<file path="src/rtl/mul_pkg.sv">
// Shared definitions for the repeated-addition multiplier: operand widths
// and the controller state encodings.
package mul_pkg;

  localparam int MUL_WIDTH = 16;

  function automatic int prod_width(input int w);
    return 2 * w;
  endfunction

  localparam int MUL_PWIDTH = prod_width(MUL_WIDTH);

  typedef enum logic [2:0] {
    S0 = 3'd0,
    S1 = 3'd1,
    S2 = 3'd2,
    S3 = 3'd3,
    S4 = 3'd4
  } ctrl_state_e;

endpackage

</file>
<file path="src/rtl/down_counter.sv">
// B operand register: loadable down counter that saturates at zero and
// exposes a combinational zero flag.
module down_counter #(
  parameter int WIDTH = 16
) (
  input  logic             clk,
  input  logic             rst_n,
  input  logic             load,
  input  logic             dec,
  input  logic [WIDTH-1:0] data,
  output logic             zero
);

  logic [WIDTH-1:0] count_r;
  logic [WIDTH-1:0] count_next_s;

  assign zero = (count_r == {WIDTH{1'b0}});

  // Next count: load wins over decrement, decrement stops at zero.
  always_comb begin
    count_next_s = count_r;
    if (load) begin
      count_next_s = data;
    end else if (dec && !zero) begin
      count_next_s = count_r - {{(WIDTH-1){1'b0}}, 1'b1};
    end else begin
      count_next_s = count_r;
    end
  end

  // Count register.
  always_ff @(posedge clk or negedge rst_n) begin
    if (!rst_n) begin
      count_r <= {WIDTH{1'b0}};
    end else begin
      count_r <= count_next_s;
    end
  end

endmodule

</file>
<file path="src/rtl/mul_datapath.sv">
// Repeated-addition multiplier datapath: A/B operand registers, product
// accumulator and a result register that latches on the rising edge of done.
module mul_datapath
  import mul_pkg::*;
#(
  parameter int WIDTH  = MUL_WIDTH,
  parameter int PWIDTH = prod_width(WIDTH)
) (
  input  logic              clk,
  input  logic              rst_n,
  input  logic [WIDTH-1:0]  data_in,
  input  logic              lda,
  input  logic              ldb,
  input  logic              ldp,
  input  logic              clrp,
  input  logic              decb,
  input  logic              done,
  output logic              eqz,
  output logic [PWIDTH-1:0] product,
  output logic [PWIDTH-1:0] result,
  output logic              result_valid
);

  logic [WIDTH-1:0]  a_r;
  logic [PWIDTH-1:0] p_r;
  logic [PWIDTH-1:0] p_next_s;
  logic [PWIDTH-1:0] addend_s;
  logic [PWIDTH-1:0] result_r;
  logic              result_valid_r;
  logic              done_q_r;
  logic              armed_r;
  logic              b_zero_s;
  logic              done_rise_s;

  down_counter #(.WIDTH(WIDTH)) u_b (
    .clk   (clk),
    .rst_n (rst_n),
    .load  (ldb),
    .dec   (decb),
    .data  (data_in),
    .zero  (b_zero_s)
  );

  assign eqz          = b_zero_s;
  assign product      = p_r;
  assign result       = result_r;
  assign result_valid = result_valid_r;

  assign addend_s = {{(PWIDTH-WIDTH){1'b0}}, a_r};

  // armed_r blocks a completion on the first edge after reset, so a done
  // left high across a reset cannot publish a stale result.
  assign done_rise_s = done && !done_q_r && armed_r;

  // Accumulator next value: clear beats accumulate; B==0 freezes P.
  always_comb begin
    p_next_s = p_r;
    if (clrp) begin
      p_next_s = {PWIDTH{1'b0}};
    end else if (ldp && !b_zero_s) begin
      p_next_s = p_r + addend_s;
    end else begin
      p_next_s = p_r;
    end
  end

  // A operand and P accumulator registers.
  always_ff @(posedge clk or negedge rst_n) begin
    if (!rst_n) begin
      a_r <= {WIDTH{1'b0}};
      p_r <= {PWIDTH{1'b0}};
    end else begin
      if (lda) begin
        a_r <= data_in;
      end
      p_r <= p_next_s;
    end
  end

  // Completion tracking, result latch and one-cycle valid pulse.
  always_ff @(posedge clk or negedge rst_n) begin
    if (!rst_n) begin
      done_q_r       <= 1'b0;
      armed_r        <= 1'b0;
      result_r       <= {PWIDTH{1'b0}};
      result_valid_r <= 1'b0;
    end else begin
      done_q_r       <= done;
      armed_r        <= 1'b1;
      result_valid_r <= done_rise_s;
      if (done_rise_s) begin
        result_r <= p_r;
      end
    end
  end

endmodule

</file>
<file path="config.mk">
export PLATFORM = sky130hd
export DESIGN_NAME = mul_datapath
export DESIGN_NICKNAME = d
export VERILOG_FILES = /design/src/rtl/mul_pkg.sv /design/src/rtl/down_counter.sv /design/src/rtl/mul_datapath.sv
export SDC_FILE = /design/constraint.sdc
export NUM_CORES = 1
export LEC_CHECK = 0
export ABC_AREA = 1
export BUFFER_PORTS_ARGS = -buffer_cell sky130_fd_sc_hd__buf_2
export CAP_MARGIN = 40
export CORE_ASPECT_RATIO = 1.25
export CORE_MARGIN = 2
export CORE_UTILIZATION = 45
export CTS_BUF_LIST = sky130_fd_sc_hd__clkbuf_4
export DETAILED_ROUTE_END_ITERATION = 10
export PLACE_DENSITY = 0.66
export REMOVE_ABC_BUFFERS = 1
export SLEW_MARGIN = 20
export SYNTH_ARGS = -nofsm -noshare
export SYNTH_HDL_FRONTEND = slang
export SYNTH_SLANG_ARGS = --single-unit
export TNS_END_PERCENT = 50
</file>
<file path="constraint.sdc">
create_clock -name clk -period 3.5 [get_ports clk]
set_clock_uncertainty 0.2 [all_clocks]
set_input_delay 0.525 -clock clk [delete_from_list [all_inputs] [get_ports clk]]
set_output_delay 0.525 -clock clk [all_outputs]
set_load 0.01 [all_outputs]
</file>
# --- After elaboration in Yosys (flattened, before gate mapping) ---
# Index checks and enable logic that the tools add are counted.
classes:
  n_addsub: 2
  mux: 4
  reduce_logical: 9
ops:
  columns: ["operator", "n"]
  rows:
  - ["two-way mux 32 bit", 2]
  - ["adder 32 x 16 -> 32 bit", 1]
  - ["two-way mux 16 bit", 2]
  - ["logical NOT 16 bit", 1]
  - ["subtractor 16 x 1 -> 16 bit (second input constant)", 1]
  - ["logical AND 1 bit", 4]
  - ["nonzero test 2 bit", 2]
  - ["logical NOT 1 bit", 2]
word_totals:
  ff_bits: 99
  input_bits: 24
  wordCells: 22

# --- Longest topological paths before layout ---
# Gate-level depths: netlist of the first run.
logic_depth:
  ltp_word: 5
  ltp_mapped: 13
  mapped_depth_nobuf: 13

# --- Cells and area by module ---
# A second synthesis of the first run with hierarchy kept.
unflattened:
  hier_cells: 788
  area_unflattened_um2: 5891.9
modules_own_cells:
  columns: ["mod", "instances", "cells_per_inst", "area_each_um2"]
  rows:
  - ["mul_datapath", 1, 605, 4642.0]
  - ["down_counter", 1, 183, 1249.9]

# --- Worst setup path before layout of the first run ---
# Ideal clock, no wire load.
synth_path:
  kind: "flip-flop to flip-flop"
  from: "register p_r[0] (netlist: product[0])"
  to: "register p_r[22] (netlist: product[22])"
  t_arrival_ns: 1.783
  path_slack_ns: 1.398
  stages_incl_launch_ff: 14
  path_buffers: 0
  period_less_slack_ns: 2.102
  cell_sequence: "dfrtp_1 ha_1 inv_1 fa_1 inv_1 nand3_1 nand3_1 nand2_1 nand2_1 nand2_1 nand3_1 nand3_1 nand2_1 nor2_1"
synth_via:
  elab_chain_len: 3
synth_rtl:
  columns: ["element", "line", "source"]
  rows:
  - ["start: declaration", "mul_datapath.sv:25", "logic [PWIDTH-1:0] p_r;"]
  - ["start signal: assignment", "mul_datapath.sv:71", "p_r <= {PWIDTH{1'b0}};"]
  - ["start signal: assignment", "mul_datapath.sv:76", "p_r <= p_next_s;"]
  - ["adder 32 x 16 -> 32 bit", "mul_datapath.sv:61", "p_next_s = p_r + addend_s;"]
  - ["two-way mux 32 bit", "mul_datapath.sv:60", "end else if (ldp && !b_zero_s) begin"]
  - ["two-way mux 32 bit", "mul_datapath.sv:58", "if (clrp) begin"]
# No other way between the ends. The select of a mux whose other input is x is not followed.
# A chain may end at the register's enable or synchronous reset.

# --- Worst setup path in the final report of the first run ---
layout_path:
  from: "register u_b.count_r[0]"
  to: "output port eqz"
layout_via:
  elab_chain_len: 1
layout_rtl:
  columns: ["element", "line", "source"]
  rows:
  - ["start: declaration", "down_counter.sv:14", "logic [WIDTH-1:0] count_r;"]
  - ["start signal: assignment", "down_counter.sv:34", "count_r <= {WIDTH{1'b0}};"]
  - ["start signal: assignment", "down_counter.sv:36", "count_r <= count_next_s;"]
  - ["logical NOT 16 bit", "down_counter.sv:17", "assign zero = (count_r == {WIDTH{1'b0}});"]
  - ["end: declaration", "mul_datapath.sv:18", "output logic eqz,"]
# No other way between the ends.

==> metrics.log, run 1 <==
INFO  metric preCtsSetupSlack = roughly 1.2 ns
INFO  metric hpwlAfterDp = about 11,000 microns
INFO  metric stdcell_area = 6370 sq um
INFO  metric total_power = 2.66 mW
INFO  metric post_synth_inst_count = about 730
INFO  metric required_time_of_the_worst_setup_path = between 2 and 3 ns
INFO  metric finalWorstSetupSlack = 1.05 ns
INFO  metric drive_gt1_frac = 0.182
INFO  metric area_growth_syn_to_layout = 13.0%
INFO  metric synth-edff-count = 0
INFO  metric sequential_share_of_the_synthesized_area = 0.439
INFO  metric holdWs = slightly above 0.07 ns
INFO  metric synth_top_cells_by_count = 245 x sky130_fd_sc_hd__nand2_1, 99 x sky130_fd_sc_hd__dfrtp_1, 84 x sky130_fd_sc_hd__inv_1
INFO  metric gpl.final_weighted_congestion = 0.930
INFO  metric max_cap_viol_count = 0
INFO  metric global_route.overflow_total = 0
INFO  metric worst_hold_path.endpoint = u_b.count_r[14]$_DFFE_PN0P_
INFO  metric h_tree_levels = 3
INFO  metric hold_critical_path_depth = 3
INFO  metric numClockSinks = between 90 and 100
INFO  metric floorplan.core_area = approximately 12,000 sq um
INFO  metric min_path_type = in2reg
INFO  metric synth_most_common_cell = sky130_fd_sc_hd__nand2_1
INFO  metric grt_first_pass_wirelength = 24,400 microns
INFO  metric finalHoldViolCount = 0
INFO  metric floorplan.io_pins = 90
INFO  metric wirelength = approximately 15,000 microns
INFO  metric cts.reportedPaths.clkPinSlew = around 0.15 ns
INFO  metric final_cells = between 900 and 1,000
INFO  metric worstSetupPathType = reg2out
INFO  metric nNetsFinal = slightly below 900
INFO  metric data_arrival_time_of_the_critical_path = approximately 1.7 ns
INFO  metric clk-insertion-delay-late = 0.48 ns
INFO  metric drtIter0Drc = around 250
INFO  metric flip_flop_and_latch_count_after_synthesis = 99
INFO  metric tritoncts = done
INFO  metric first_global_vias = roughly 4,900
INFO  metric post-synth-top-area-cell = sky130_fd_sc_hd__dfrtp_1
INFO  metric synth_warnings = 0
INFO  metric tritoncts.num_buffers = 9
INFO  metric cellLeakagePower = between 3 and 4 nW
INFO  metric critPathMaxFanout = 6
INFO  metric maximum_number_of_pins_on_one_net_before_global_route_repair = 51
INFO  metric worst_ir_drop_vdd = approximately 0.17 mV
INFO  metric r2r_cells = 13
INFO  metric synth.lib_cells_used.distinct = 40
INFO  metric grt.total_usage = 0.233
INFO  metric routed_wire_length_per_instance = ~15 microns
INFO  metric hold_start = data_in[14]
INFO  metric post_cts_resize_count = 0
INFO  metric fmax = 409 MHz
INFO  metric postSynth.asyncResetShare = 1.00
INFO  metric power_per_cell_area = around 420 nW/um^2
INFO  metric fp.dieW = 104 microns
INFO  metric worst_reg_to_reg_setup_slack = about 1.1 ns
INFO  metric syn-cell-area = approximately 5600 sq um
INFO  metric rr_endpoint = product[22]$_DFFE_PN0P_
INFO  metric slew_headroom = 0.537
INFO  metric die_h = roughly 130 microns
INFO  metric grt_setup_unrepaired = false
INFO  metric synth_top_area_frac = 0.439
INFO  metric run_status = completed
INFO  metric start_util = 0.462
INFO  metric utilization = 0.521
INFO  metric vias = around 5,000
INFO  metric setup_viol_count_final = 0
INFO  metric clk_path_buf_depth = 2
INFO  metric slew_violations = 0
INFO  metric worst_setup_startpoint = u_b.count_r[0]$_DFFE_PN0P_
INFO  metric regToRegStartpoint = product[0]$_DFFE_PN0P_
INFO  metric synth_flop_cell = sky130_fd_sc_hd__dfrtp_1
INFO  metric finalSetupTns = 0 ns
INFO  metric cts-root-buf = sky130_fd_sc_hd__clkbuf_4
INFO  metric placed_cells_incl_taps = between 900 and 1,000
INFO  metric worst_setup_path_start_kind = flip-flop
INFO  metric finalWorstPathRequiredPeriod = approximately 2.4 ns
INFO  metric dieArea = between 10,000 and 15,000 sq um
INFO  metric place_area = 6250 sq um
INFO  metric port_buffers = slightly below 90
INFO  metric netlist_top_cells_area = sky130_fd_sc_hd__dfrtp_1 44%, sky130_fd_sc_hd__nand2_1 16%, sky130_fd_sc_hd__inv_1 5.6%
INFO  metric drtAntennaViolNets = 0
INFO  metric setup.worst_path.end_class = primary output
INFO  metric min_period_over_period = 0.699
INFO  metric antenna_found_initial = 0
INFO  metric worst-slew-pin-transition = 0.694 ns
INFO  metric cts.repair_timing.setup_buffer_count = 0
INFO  metric number_of_placement_rows = 45
INFO  metric drc_errors = 0
INFO  metric detail_route.first_pass.iterations = 5
INFO  metric post_synth.cell_area_avg = 7.71 sq um
INFO  metric viasPerCell = roughly 5.1
INFO  metric diodes = 0
==> cell usage in the layout (no fill, tap or decap), types with 8 or more instances in the layout <==
cell,Yosys,routed
sky130_fd_sc_hd__o211ai_1,9,9
sky130_fd_sc_hd__a21oi_1,29,29
sky130_fd_sc_hd__inv_1,84,84
sky130_fd_sc_hd__xnor2_1,12,12
sky130_fd_sc_hd__o22ai_1,8,8
sky130_fd_sc_hd__nand3_1,38,38
sky130_fd_sc_hd__dfrtp_1,99,99
sky130_fd_sc_hd__nor2_1,64,64
sky130_fd_sc_hd__mux2_2,15,15
sky130_fd_sc_hd__nand2_1,245,245
sky130_fd_sc_hd__nor3_1,11,11
sky130_fd_sc_hd__buf_2,2,88
sky130_fd_sc_hd__clkbuf_4,0,9
sky130_fd_sc_hd__ha_1,18,18
sky130_fd_sc_hd__o21ai_0,31,31
sky130_fd_sc_hd__nor2_2,8,8
==> kinds of logic (layout without fill, tap and decap cells) <==
family | Yosys count | after routing | synth area share
other cells | 1 | 1 | 0.000665
buf+inv | 102 | 197 | 0.0737
flops | 99 | 99 | 0.439
fa+ha+maj | 19 | 19 | 0.0435
compound gates | 87 | 87 | 0.0876
mux | 15 | 15 | 0.0300
simple gates | 392 | 392 | 0.300
xor+xnor | 16 | 16 | 0.0248
==> worst max-delay path by stage <==
stage / to / slack (ns) / depth (start not counted)
global placement: product[14]$_DFFE_PN0P_ / 1.24 / 13
detailed placement: product[22]$_DFFE_PN0P_ / 1.16 / 13
finish: eqz / 1.05 / 5
CTS: eqz / 1.02 / 5
floorplan: result[0]$_DFFE_PN0P_ / 1.29 / 5
global route: product[30]$_DFFE_PN0P_ / 0.95 / 13
==> power by group <==
| group | internal [mW] | leakage, nW | switching, mW | total, mW |
|---|---|---|---|---|
| sequential | 1.25 | 1.29 | 0.0888 | 1.34 |
| clock | 0.136 | 0.0550 | 0.384 | 0.520 |
| combinational | 0.286 | 1.98 | 0.513 | 0.799 |
| total | 1.68 | 3.33 | 0.985 | 2.66 |
==> layer usage <==
layer,part of all wire,vias up,GRT usage
met2,0.50,126,0.411
li1,-,2520,-
met4,0.035,0,0.117
met1,0.43,2337,0.282
met3,0.035,36,0.0307
met5,0,-,0
==> cell type report <==
class	count	area (sq um)
Clock inverter	6	33.8
Clock buffer	9	67.6
Tap cell	164	205
Inverter	88	338
Multi-Input combinational cell	530	2750
Fill cell	1221	5850
Sequential cell	99	2480
Timing Repair Buffer	94	503
==> timing repair <==
| action | 4_1_cts | 5_1_grt |
|---|---|---|
| endpoints found under the hold margin | 50 | 0 |
| hold buffers | 2 | 0 |
| endpoints found under the setup margin | 0 | 0 |
==> state kept, by name (all words and copies together) (netlist names) <==
| name | flops |
|---|---|
| product | 32 |
| result_valid | 1 |
| a_r | 16 |
| done_q_r | 1 |
| u_b.count_r | 16 |
| armed_r | 1 |
| result | 32 |
==> critical path: stages, from the launching register on <==
cell and delay, ns:
sky130_fd_sc_hd__dfrtp_1 0.39, sky130_fd_sc_hd__inv_1 0.14, sky130_fd_sc_hd__ha_1 0.17, sky130_fd_sc_hd__nand2_1 0.10, sky130_fd_sc_hd__nor4_1 0.27, sky130_fd_sc_hd__buf_2 0.17
No activity file was read; power rests on OpenSTA's default activity.
==> run 2, diff against run 1 <==
==> constraint.sdc (replaced) <==
create_clock -name clk -period 2.4 [get_ports clk]
set_clock_uncertainty 0.2 [all_clocks]
set_input_delay 0.36 -clock clk [delete_from_list [all_inputs] [get_ports clk]]
set_output_delay 0.36 -clock clk [all_outputs]
set_load 0.01 [all_outputs]
==> run 2 against run 1 <==
  * Power is 48% higher
  * Register-to-register slack got worse by 0.97 ns
  * Sequential power grew 46%
  * First-iteration DRC count down 9.7%
  * Critical path depth is the same
  * Critical endpoint unchanged
  * Largest power group unchanged
==> metrics.log, run 2 (synthesis results as in run 1) <==
INFO  metric run_status = completed
INFO  metric cts-root-buf = sky130_fd_sc_hd__clkbuf_4
INFO  metric r2r_cells = 13 (unchanged)
INFO  metric max_cap_viol_count = 0 (unchanged)
INFO  metric data_arrival_time_of_the_critical_path = 1.68 ns (-0.04 ns)
INFO  metric finalHoldViolCount = 0 (unchanged)
INFO  metric cellLeakagePower = 3.43 nW (+3.2%)
INFO  metric utilization = 0.540 (+0.0184)
INFO  metric tritoncts.num_buffers = 9 (unchanged)
INFO  metric worstSetupPathType = reg2out
INFO  metric fp.dieW = 104 microns (unchanged)
INFO  metric number_of_placement_rows = 45 (unchanged)
INFO  metric drive_gt1_frac = 0.195 (+0.0132)
INFO  metric gpl.final_weighted_congestion = 0.908 (-2.4%)
INFO  metric h_tree_levels = 3 (unchanged)
INFO  metric port_buffers = 89 (unchanged)
INFO  metric grt.total_usage = 0.235 (+0.00204)
INFO  metric fmax = about 450 MHz
INFO  metric stdcell_area = 6600 sq um (+3.5%)
INFO  metric critPathMaxFanout = 5 (-1)
INFO  metric cts.repair_timing.setup_buffer_count = 0 (unchanged)
INFO  metric min_path_type = in2reg
INFO  metric floorplan.io_pins = 90 (unchanged)
INFO  metric floorplan.core_area = 12,200 sq um (unchanged)
INFO  metric wirelength = 15,000 microns (+1.3%)
INFO  metric vias = 5,102 (+1.7%)
INFO  metric worst_reg_to_reg_setup_slack = 0.17 ns (-0.97 ns)
INFO  metric die_h = 129 microns (unchanged)
INFO  metric maximum_number_of_pins_on_one_net_before_global_route_repair = 57 (+12%)
INFO  metric highest-signal-layer = met4
INFO  metric min_period_over_period = 0.933
INFO  metric routed_wire_length_per_instance = 14.8 microns (-0.80%)
INFO  metric drc_errors = 0 (unchanged)
INFO  metric clk_path_buf_depth = 2 (unchanged)
INFO  metric hold_critical_path_depth = 4 (+1)
INFO  metric start_util = 0.462 (unchanged)
INFO  metric tritoncts = done
INFO  metric numClockSinks = 99 (unchanged)
INFO  metric place_area = 6290 sq um (+0.60%)
INFO  metric antenna_found_initial = 0 (unchanged)
INFO  metric finalSetupTns = 0 ns (unchanged)
INFO  metric detail_route.wirelength.met1 = 6230 microns (-1.1%)
INFO  metric dr_wl_met2 = 7380 microns (-0.83%)
INFO  metric drtAntennaViolNets = 0 (unchanged)
INFO  metric detail_route.first_pass.iterations = 4 (-1)
INFO  metric required_time_of_the_worst_setup_path = 1.84 ns (-0.93 ns)
INFO  metric setup_viol_count_final = 0 (unchanged)
INFO  metric drtIter0Drc = 223 (-9.7%)
INFO  metric cts.reportedPaths.clkPinSlew = 0.13 ns (-0.02 ns)
INFO  metric setup.worst_path.end_class = primary output
INFO  metric clk-insertion-delay-late = 0.48 ns (about the same)
INFO  metric finalWorstPathRequiredPeriod = about 2.2 ns
INFO  metric most-common-layout-cells = 241 x sky130_fd_sc_hd__nand2_1, 99 x sky130_fd_sc_hd__dfrtp_1, 88 x sky130_fd_sc_hd__buf_2, 83 x sky130_fd_sc_hd__inv_1, 63 x sky130_fd_sc_hd__nor2_1
INFO  metric global_route.overflow_total = 0 (unchanged)
INFO  metric viasPerCell = 5.05 (-0.46%)
INFO  metric holdWs = 0.0582 ns (-0.0137 ns)
INFO  metric worst_ir_drop_vdd = 0.214 mV (+25%)
INFO  metric first_global_vias = 5,140 (+4.6%)
INFO  metric power_per_cell_area = 596 nW/um^2 (+43%)
INFO  metric dieArea = 13,400 sq um (unchanged)
INFO  metric total_power = 3.93 mW (+48%)
INFO  metric slew_violations = 0 (unchanged)
INFO  metric nNetsFinal = 886 (+2.4%)
INFO  metric met3WireLength = 607 microns (+17%)
INFO  metric diodes = 0 (unchanged)
INFO  metric area_growth_syn_to_layout = 17.0%
INFO  metric layout.cells.most_common = sky130_fd_sc_hd__nand2_1
INFO  metric worst_setup_path_start_kind = flip-flop
INFO  metric hpwlAfterDp = 11,700 microns (+2.0%)
INFO  metric grt_first_pass_wirelength = 24,800 microns (+1.4%)
## run 2: cell types whose count changed in the layout (fill, tap and decap cells not counted), sizes merged
| cell | previous run | this run |
|---|---|---|
| buf | 92 | 97 |
| clkbuf | 9 | 11 |
| clkinvlp | 2 | 0 |
| dlygate4sd3 | 2 | 18 |
## run 2: final timing paths
| check | from | end |
|---|---|---|
| max | u_b.count_r[1]$_DFFE_PN0P_ | eqz |
| min | clrp | product[14]$_DFFE_PN0P_ |
| max reg2reg | product[0]$_DFFE_PN0P_ | product[24]$_DFFE_PN0P_ |
| min reg2reg | result[24]$_DFFE_PN0P_ | result[24]$_DFFE_PN0P_ |
| max in group asynchronous | rst_n | product[24]$_DFFE_PN0P_ |
| min in group asynchronous | rst_n | result[26]$_DFFE_PN0P_ |
## run 2: area by class of cell
cell class | count | area, sq um
fillers | 1206 | 5620
multi-input cells | 530 | 2770
flip-flops and latches | 99 | 2480
repair buffers | 115 | 701
inverters | 88 | 338
well taps | 164 | 205
clock buffers | 11 | 82.6
clock inverters | 4 | 18.8
## run 2: what timing repair did
| action | CTS | global route |
|---|---|---|
| endpoints found under the setup margin | 0 | 10 |
| resized for setup | 0 | 10 |
| endpoints found under the hold margin | 132 | 0 |
| hold buffers | 18 | 0 |
## run 2: per-layer routing
metal,vias up,global-route usage
met3,44,0.0347
met2,136,0.414
met5,-,0
met4,0,0.148
met1,2357,0.270
li1,2565,-
## run 2: critical path, cell delays in order (launching register included)
cell and delay, ns:
sky130_fd_sc_hd__dfrtp_1 0.38, sky130_fd_sc_hd__inv_1 0.12, sky130_fd_sc_hd__ha_1 0.17, sky130_fd_sc_hd__nand2_1 0.10, sky130_fd_sc_hd__nor4_1 0.27, sky130_fd_sc_hd__buf_2 0.17
## run 2: through the flow
stage               setup WS, ns  std cells
floorplan                  0.296        717
global placement          0.0893        978
detailed placement        0.0948        978
CTS                       0.0666       1011
global route             -0.0182       1011
finish                     0.160       1011
## run 2: report_power, final
| group | internal [mW] | switching, mW | leakage, nW |
|---|---|---|---|
| Sequential | 1.83 | 0.131 | 1.29 |
| Clock | 0.223 | 0.537 | 0.0639 |
| Combinational | 0.454 | 0.758 | 2.08 |
| Total | 2.51 | 1.43 | 3.43 |
